[config.mk]
export PLATFORM = sky130hd
export DESIGN_NAME = sd_req_arbiter_flat
export DESIGN_NICKNAME = d
export VERILOG_FILES = /design/src/rtl/sd_req_arbiter_if.sv /design/src/rtl/sd_req_arbiter.sv /design/src/flat_wrapper.sv
export SDC_FILE = /design/constraint.sdc
export NUM_CORES = 1
export LEC_CHECK = 0
export CORE_UTILIZATION = 60
export CTS_CLUSTER_SIZE = 40
export DETAILED_ROUTE_END_ITERATION = 6
export DONT_BUFFER_PORTS = 1
export PLACE_DENSITY = 0.84
export SYNTH_ARGS = -nofsm -noshare
export SYNTH_HDL_FRONTEND = slang
export SYNTH_SLANG_ARGS = --single-unit
[constraint.sdc]
create_clock -name clk_sys -period 3 [get_ports clk_sys]
set_clock_uncertainty 0.15 [all_clocks]
set_input_delay 0.45 -clock clk_sys [delete_from_list [all_inputs] [get_ports clk_sys]]
set_output_delay 0.45 -clock clk_sys [all_outputs]
set_load 0.01 [all_outputs]
[src/rtl/sd_req_arbiter_if.sv]
// SD host-side bus between the request arbiter (master) and the SD host (slave).
// Ports: sd_lba/sd_rd/sd_wr/sd_buff_din toward host; sd_ack/sd_buff_* from host.
interface sd_req_arbiter_if #(
    parameter int BUFW = 9
);
    logic [31:0]     sd_lba;
    logic            sd_rd;
    logic            sd_wr;
    logic [7:0]      sd_buff_din;
    logic            sd_ack;
    logic [BUFW-1:0] sd_buff_addr;
    logic [7:0]      sd_buff_dout;
    logic            sd_buff_wr;

    modport master (
        output sd_lba, sd_rd, sd_wr, sd_buff_din,
        input  sd_ack, sd_buff_addr, sd_buff_dout, sd_buff_wr
    );

    modport slave (
        input  sd_lba, sd_rd, sd_wr, sd_buff_din,
        output sd_ack, sd_buff_addr, sd_buff_dout, sd_buff_wr
    );
endinterface

[src/rtl/sd_req_arbiter.sv]
// Two-client arbiter sharing one SD host: grants one sector read/write at a time.
// Ports: clk_sys, reset_n; client c0_*/c1_* request, ack, strobe, err; sd host bus.
module sd_req_arbiter #(
    parameter logic [23:0] TIMEOUT = 24'd10_000_000,
    parameter int          BUFW    = 9
) (
    input  logic             clk_sys,
    input  logic             reset_n,
    input  logic [31:0]      c0_lba,
    input  logic [31:0]      c1_lba,
    input  logic             c0_rd,
    input  logic             c0_wr,
    input  logic             c1_rd,
    input  logic             c1_wr,
    input  logic [7:0]       c0_buff_din,
    input  logic [7:0]       c1_buff_din,
    output logic             c0_ack,
    output logic             c1_ack,
    output logic             c0_buff_wr,
    output logic             c1_buff_wr,
    output logic             c0_err,
    output logic             c1_err,
    output logic [BUFW-1:0]  cl_buff_addr,
    output logic [7:0]       cl_buff_dout,
    sd_req_arbiter_if.master sd
);

    typedef enum logic [1:0] {
        IDLE,
        ISSUE,
        XFER,
        RELEASE
    } state_t;

    state_t      state_q, state_d;
    logic        gnt_q, gnt_d;
    logic        prio_q, prio_d;
    logic        dir_wr_q, dir_wr_d;
    logic [31:0] lba_q, lba_d;
    logic [23:0] cnt_q, cnt_d;
    logic        rd_q, rd_d;
    logic        wr_q, wr_d;
    logic [1:0]  err_q, err_d;

    logic req0, req1, sel, in_xfer;

    assign req0 = c0_rd | c0_wr;
    assign req1 = c1_rd | c1_wr;

    always_comb begin
        state_d  = state_q;
        gnt_d    = gnt_q;
        prio_d   = prio_q;
        dir_wr_d = dir_wr_q;
        lba_d    = lba_q;
        cnt_d    = cnt_q;
        rd_d     = 1'b0;
        wr_d     = 1'b0;
        err_d    = 2'b00;
        sel      = 1'b0;
        unique case (state_q)
            IDLE: begin
                cnt_d = '0;
                if (req0 || req1) begin
                    // Both requesting: prio picks; otherwise the lone requester.
                    sel      = (req0 && req1) ? prio_q : req1;
                    gnt_d    = sel;
                    lba_d    = sel ? c1_lba : c0_lba;
                    // rd+wr together is treated as a read.
                    dir_wr_d = sel ? (c1_wr & ~c1_rd) : (c0_wr & ~c0_rd);
                    state_d  = ISSUE;
                end
            end
            ISSUE: begin
                if (sd.sd_ack) begin
                    state_d = XFER;
                end else if (cnt_q == TIMEOUT - 24'd1) begin
                    // Abort: flag the granted client, prio left untouched.
                    state_d        = IDLE;
                    err_d[gnt_q]   = 1'b1;
                end else begin
                    cnt_d = cnt_q + 24'd1;
                    rd_d  = ~dir_wr_q;
                    wr_d  = dir_wr_q;
                end
            end
            XFER: begin
                if (!sd.sd_ack) state_d = RELEASE;
            end
            RELEASE: begin
                prio_d  = ~gnt_q;
                state_d = IDLE;
            end
            default: state_d = IDLE;
        endcase
    end

    always_ff @(posedge clk_sys or negedge reset_n) begin
        if (!reset_n) begin
            state_q  <= IDLE;
            gnt_q    <= 1'b0;
            prio_q   <= 1'b0;
            dir_wr_q <= 1'b0;
            lba_q    <= '0;
            cnt_q    <= '0;
            rd_q     <= 1'b0;
            wr_q     <= 1'b0;
            err_q    <= 2'b00;
        end else begin
            state_q  <= state_d;
            gnt_q    <= gnt_d;
            prio_q   <= prio_d;
            dir_wr_q <= dir_wr_d;
            lba_q    <= lba_d;
            cnt_q    <= cnt_d;
            rd_q     <= rd_d;
            wr_q     <= wr_d;
            err_q    <= err_d;
        end
    end

    assign in_xfer = (state_q == XFER);

    assign c0_ack     = in_xfer & ~gnt_q & sd.sd_ack;
    assign c1_ack     = in_xfer &  gnt_q & sd.sd_ack;
    assign c0_buff_wr = in_xfer & ~gnt_q & sd.sd_buff_wr;
    assign c1_buff_wr = in_xfer &  gnt_q & sd.sd_buff_wr;
    assign c0_err     = err_q[0];
    assign c1_err     = err_q[1];

    assign cl_buff_addr = sd.sd_buff_addr;
    assign cl_buff_dout = sd.sd_buff_dout;

    assign sd.sd_lba      = lba_q;
    assign sd.sd_rd       = rd_q;
    assign sd.sd_wr       = wr_q;
    assign sd.sd_buff_din = (state_q == IDLE) ? 8'h00
                          : (gnt_q ? c1_buff_din : c0_buff_din);

endmodule

[src/flat_wrapper.sv]
// flat-port wrapper written by rule: the top's interface ports become plain ports
module sd_req_arbiter_flat 
#(
    parameter logic [23:0] TIMEOUT = 24'd10_000_000,
    parameter int          BUFW    = 9
)
  (clk_sys, reset_n, c0_lba, c1_lba, c0_rd, c0_wr, c1_rd, c1_wr, c0_buff_din, c1_buff_din, c0_ack, c1_ack, c0_buff_wr, c1_buff_wr, c0_err, c1_err, cl_buff_addr, cl_buff_dout, sd_sd_lba, sd_sd_rd, sd_sd_wr, sd_sd_buff_din, sd_sd_ack, sd_sd_buff_addr, sd_sd_buff_dout, sd_sd_buff_wr);
  sd_req_arbiter_if #(.BUFW(BUFW)) sd_i ();
  input  logic clk_sys;
  input  logic reset_n;
  input  logic [31:0] c0_lba;
  input  logic [31:0] c1_lba;
  input  logic c0_rd;
  input  logic c0_wr;
  input  logic c1_rd;
  input  logic c1_wr;
  input  logic [7:0] c0_buff_din;
  input  logic [7:0] c1_buff_din;
  output logic c0_ack;
  output logic c1_ack;
  output logic c0_buff_wr;
  output logic c1_buff_wr;
  output logic c0_err;
  output logic c1_err;
  output logic [BUFW-1:0] cl_buff_addr;
  output logic [7:0] cl_buff_dout;
  output wire logic [$bits(sd_i.sd_lba)-1:0] sd_sd_lba;
  output wire logic [$bits(sd_i.sd_rd)-1:0] sd_sd_rd;
  output wire logic [$bits(sd_i.sd_wr)-1:0] sd_sd_wr;
  output wire logic [$bits(sd_i.sd_buff_din)-1:0] sd_sd_buff_din;
  input wire logic [$bits(sd_i.sd_ack)-1:0] sd_sd_ack;
  input wire logic [$bits(sd_i.sd_buff_addr)-1:0] sd_sd_buff_addr;
  input wire logic [$bits(sd_i.sd_buff_dout)-1:0] sd_sd_buff_dout;
  input wire logic [$bits(sd_i.sd_buff_wr)-1:0] sd_sd_buff_wr;
  assign sd_sd_lba = sd_i.sd_lba;
  assign sd_sd_rd = sd_i.sd_rd;
  assign sd_sd_wr = sd_i.sd_wr;
  assign sd_sd_buff_din = sd_i.sd_buff_din;
  assign sd_i.sd_ack = sd_sd_ack;
  assign sd_i.sd_buff_addr = sd_sd_buff_addr;
  assign sd_i.sd_buff_dout = sd_sd_buff_dout;
  assign sd_i.sd_buff_wr = sd_sd_buff_wr;
  sd_req_arbiter #(.TIMEOUT(TIMEOUT), .BUFW(BUFW)) u_core (.clk_sys(clk_sys), .reset_n(reset_n), .c0_lba(c0_lba), .c1_lba(c1_lba), .c0_rd(c0_rd), .c0_wr(c0_wr), .c1_rd(c1_rd), .c1_wr(c1_wr), .c0_buff_din(c0_buff_din), .c1_buff_din(c1_buff_din), .c0_ack(c0_ack), .c1_ack(c1_ack), .c0_buff_wr(c0_buff_wr), .c1_buff_wr(c1_buff_wr), .c0_err(c0_err), .c1_err(c1_err), .cl_buff_addr(cl_buff_addr), .cl_buff_dout(cl_buff_dout), .sd(sd_i));
endmodule
After elaboration in Yosys (flattened, before gate mapping):

Index checks and enable logic that the tools add are counted.

* add/subtract/negate cells: 1
* multipliers: 0
* div/mod/pow operators: 0
* order comparisons: 2
* eq/ne operators: 9
* shift operators: 0
* multiplexer cells: 24
* bitwise logic cells: 14
* reduce and logical (&&, ||, !) cells: 8

Operators with widths (number)
* $mux 24: 2
* $pmux 24 s2: 1
* $mux 32: 1
* $add 24x1->24 const B: 1
* $eq 24x24->1 const B: 1
* $mux 8: 2
* $mux 2: 7
* $mux 1: 9
* $and 1x1->1: 8
* $pmux 2 s4: 1
* $ne 2x2->1 const B: 3
* $reduce_and 3->1: 2
* $eq 2x2->1 const B: 2
* $not 1->1: 4
* $ne 3x2->1 const B: 1
* $eq 2x1->1 const B: 1
* $logic_and 1x1->1: 2
* $logic_not 2->1: 1
* $lt 1x2->1 const B: 1
* $ne 2x1->1 const B: 1
* $or 1x1->1: 2
* $reduce_and 2->1: 1
* $reduce_bool 2->1: 1
* $demux 1 s1: 1
* other kinds (2): 2

* register bits after elaboration: 65
* latch bits: 0
* RAM bits: 0
* ROM bits: 0
* bits of input ports: 105
* output and inout bits: 65
* logic and storage cells: 67
* memories: 0

Depth between registers and ports, before layout:

* depth after elaboration: 7
* depth in mapped cells: 8
* depth with buffers taken out: 6

Worst setup path before layout:

OpenSTA, ideal clock, no wires.

* path kind: register to register
* start: reg u_core.cnt_q[0]
* end: reg u_core.cnt_q[1]
* library setup time: 0.121 ns
* arrival time: 1.948 ns
* data required time: 2.729 ns
* setup slack: 0.781 ns
* stages on the path, launching flop included: 8
* buffers on the path: 2
* period minus slack after synthesis: 2.219 ns
* cells stage by stage: dfrtp_1 -> ha_1 -> nand3_2 -> or4_1 -> buf_2 -> o21a_4 -> buf_6 -> a22o_1

* longest elaborated chain between the ends: 4
* elaborated cells between the ends (all ways): 7
* those cells by class: add/sub: 1; eq/ne: 2; mux: 3; reduce/logical: 1

RTL lines
* start, declared: line sd_req_arbiter.sv:40 `logic [23:0] cnt_q, cnt_d;`
* start signal, assigned: line sd_req_arbiter.sv:115 `cnt_q <= cnt_d;`
* $add 24x1->24: line sd_req_arbiter.sv:82 `cnt_d = cnt_q + 24'd1;`
* $mux 24: line sd_req_arbiter.sv:77 `end else if (cnt_q == TIMEOUT - 24'd1) begin`
* $mux 24: line sd_req_arbiter.sv:75 `if (sd.sd_ack) begin`
* $pmux 24 s2: line sd_req_arbiter.sv:61 `unique case (state_q)`

Parallel ways exist; a longest one is shown, timed or not. The select of a mux whose other input is x is not followed.
A chain may end at the register's enable or synchronous reset.

Worst setup path after layout:

* start: reg u_core.cnt_q[0]
* end: reg u_core.cnt_q[13]

Same word-level chain as after synthesis.

==> results.md <==
* Maxcap violations at 0
* Max Fclk at 395.1 MHz
* Syn Std Cell Area at 3531 µm²
* Via count at 2876
* Most frequent cell after synthesis: dfrtp_1
* Top cells by area, synth: dfrtp_1 (46%), mux2i_1 (12%), o21ai_0 (7.5%)
* Final Hold Viols at 0
* Pre-CTS setup slack at 0.4928 ns
* CP max FO at 7
* Drt via density at 6.492
* DP Cell Count at 425
* Total core area at 5574 µm²
* Largest net degree at the start of global routing at 67
* Die height at 78.71 µm
* Core Util, Final at 0.6694
* First-pass GRT wire length at 12920 µm
* Routed length per instance at 18.05 µm
* Clk Tree Root Cell: clkbuf_8
* Arrival @ worst endpoint at between 2 and 3 ns
* Leading area contributor after synthesis: dfrtp_1
* Fin nets at between 400 and 500
* H-Tree Depth at 3
* Sequential share of the synthesized area at 0.4607
* Die Area at 6195 µm²
* CTS tree: built
* TritonRoute pass-1 iters at 5
* Seq cells post-synth at 65
* Post-synth top cells: dfrtp_1 (65), nand2_1 (59), o21ai_0 (53), mux2i_1 (41), nor2_1 (29)
* Unrepaired setup endpoints after global routing: no
* Ys async rst share at 1.000
* Worst hold margin at 0.01344 ns
* Post-Syn Instances at just under 400
* Crit start category: flip-flop
* Fill cell count at 422
* Initial antenna violation count at 0
* Antenna cells at 0
* Leakage at 1.640 nW
* Critical Path RT at 3.08 ns
* R2R Setup Slk at ~0.47 ns
* Row count at 27
* Final Critical Period at 2.531 ns
* Clk slew on worst S/H paths at approximately 0.070 ns
* HP Class: in2reg
* Post-Route WL at 7998 µm
* Crit-path cells: ha_1 -> nand3_2 -> or4_1 -> o21ai_1 -> buf_4 -> o21ai_0
* Largest stage delay, worst path at 0.67 ns
* Delay-heaviest family, CP: simple AND/OR/NAND/NOR gates
* Routed Antenna Nets at 0
* Syn_area_per_cell at 9.147 µm²
* Clk_lat worst skew at 0.35 ns
* Max IR drop VDD at roughly 0.57 mV
* Clk sinks at 65
* GPL Wtd Cong at 0.9369
* Cts bufs inserted at 9
* Layout Cells excl Fill at 443
* Max_slew headroom at 0.5524
* PnR Total Power at 3.412 mW
* EDFF count, synth at 0
* Slew @ Worst Pin at ~0.67 ns
* Tot GR Track Use at 0.2758
* I/O Pins at 170
* Worst setup EP type: flip-flop
* Crit path buffers/inverters at 1
* Dpl cell area at 3451 µm²
* Setup TNS at 0 ns
* Warnings, synthesis at 0
* Netlist cell types at 43
* Area Growth Syn to Fin at 5.670%
* Die X at 78.71 µm
* Port bufs at 0
* Post-DP HPWL at 5596 µm
* DRT iter0 DRCs at 185
* CP max-delay cell: or4_1
* Starting density of the core at 0.6334
* Maximum clock path buffer count at 2
* Final Setup Violations at 0
* Overflow after GRT at 0
* Post-route cell area at 3731 µm²
* Share of the synthesized area in the top cell type at 0.4607
* Post-cts resize count at 0
* Outcome: finished, final reports clean
* Residual DRC at 0
* Slew Viols, Final at 0
* Post-Syn Nets at 492
* Crit path kind: reg2reg
* Top FF cell, synth: dfrtp_1
* PD cells at ~910 nW/µm²
* Vias in the first global route at 2775
* Tcrit/Tclk final at 0.8436
* Final worst setup slack at 0.4692 ns
* Share of layout cells above drive strength 1 at 0.07547
metal layers:
layer	track usage	part of all wire	up-vias
met1	0.3328	0.39	1377
met2	0.4374	0.50	160
met3	0.08276	0.088	16
li1	-	-	1323
met5	0	0	-
met4	0.1630	0.023	0
power breakdown:
group | switching (mW) | internal (mW) | leakage [nW]
Combinational | 0.624 | 0.374 | 0.679
Sequential | 0.362 | 1.14 | 0.844
Clock | 0.352 | 0.556 | 0.117
Total | 1.34 | 2.07 | 1.64
worst paths after layout:
check                                   endpoint  depth (start not counted)             from
worst max-delay path            u_core.cnt_q[13]                          6  u_core.cnt_q[0]
min in group asynchronous        u_core.err_q[0]                          2          reset_n
max in group asynchronous        u_core.cnt_q[5]                          2          reset_n
worst min-delay path             u_core.err_q[0]                          1        sd_sd_ack
worst min register to register   u_core.cnt_q[4]                          1  u_core.cnt_q[4]
worst max register to register  u_core.cnt_q[13]                          6  u_core.cnt_q[0]
state kept, by name, summed over array words and instances (netlist names), named ones only:
register and flops:
u_core.dir_wr_q 1, u_core.sd.sd_wr 1, u_core.sd.sd_lba 32, u_core.cnt_q 24, u_core.sd.sd_rd 1, u_core.prio_q 1
u_core.gnt_q 1, u_core.state_q 1, u_core.err_q 2
layout make-up:
cell class                      instances  area (µm²)  area share
Clock inverter                          6       115.1     0.03085
Clock buffer                           10       127.6     0.03421
Timing Repair Buffer                    8       82.58     0.02213
Inverter                                5       18.77    0.005030
Sequential cell                        65        1627      0.4359
Tap cell                               72       90.09     0.02414
Multi-Input combinational cell        277        1670      0.4477
cell usage in the layout (no fill, tap or decap), types with 2 or more instances in the layout:
| cell | instances |
|---|---|
| a21oi_1 | 9 |
| a31oi_1 | 6 |
| and2_1 | 2 |
| and3_1 | 2 |
| buf_4 | 6 |
| bufinv_16 | 3 |
| clkbuf_8 | 9 |
| dfrtp_1 | 65 |
| inv_1 | 5 |
| mux2i_1 | 41 |
| nand2_1 | 59 |
| nand2b_1 | 6 |
| nand3_1 | 16 |
| nand4_1 | 9 |
| nor2_1 | 29 |
| nor2b_1 | 2 |
| nor3_1 | 3 |
| nor4_1 | 3 |
| nor4b_1 | 6 |
| o211ai_1 | 2 |
| o21ai_0 | 53 |
| o21ai_1 | 2 |
| o311ai_0 | 3 |
| o31ai_1 | 5 |
| or3_1 | 3 |
cell families after synthesis:
group,synth area share
adder cells (fa/ha/maj),0.003543
multiplexers,0.1162
AO/OA/AOI/OAI,0.1446
AND/OR/NAND/NOR,0.2048
flip-flops,0.4607
buffers and inverters,0.07016
repair_timing:
action / 4_1_cts / 5_1_grt
endpoints found under the setup margin: 0 / 0
endpoints found under the hold margin: 65 / 0
setup buffers: 0 / 0
hold buffers: 2 / 0
Power figures use the tool's default switching activity.
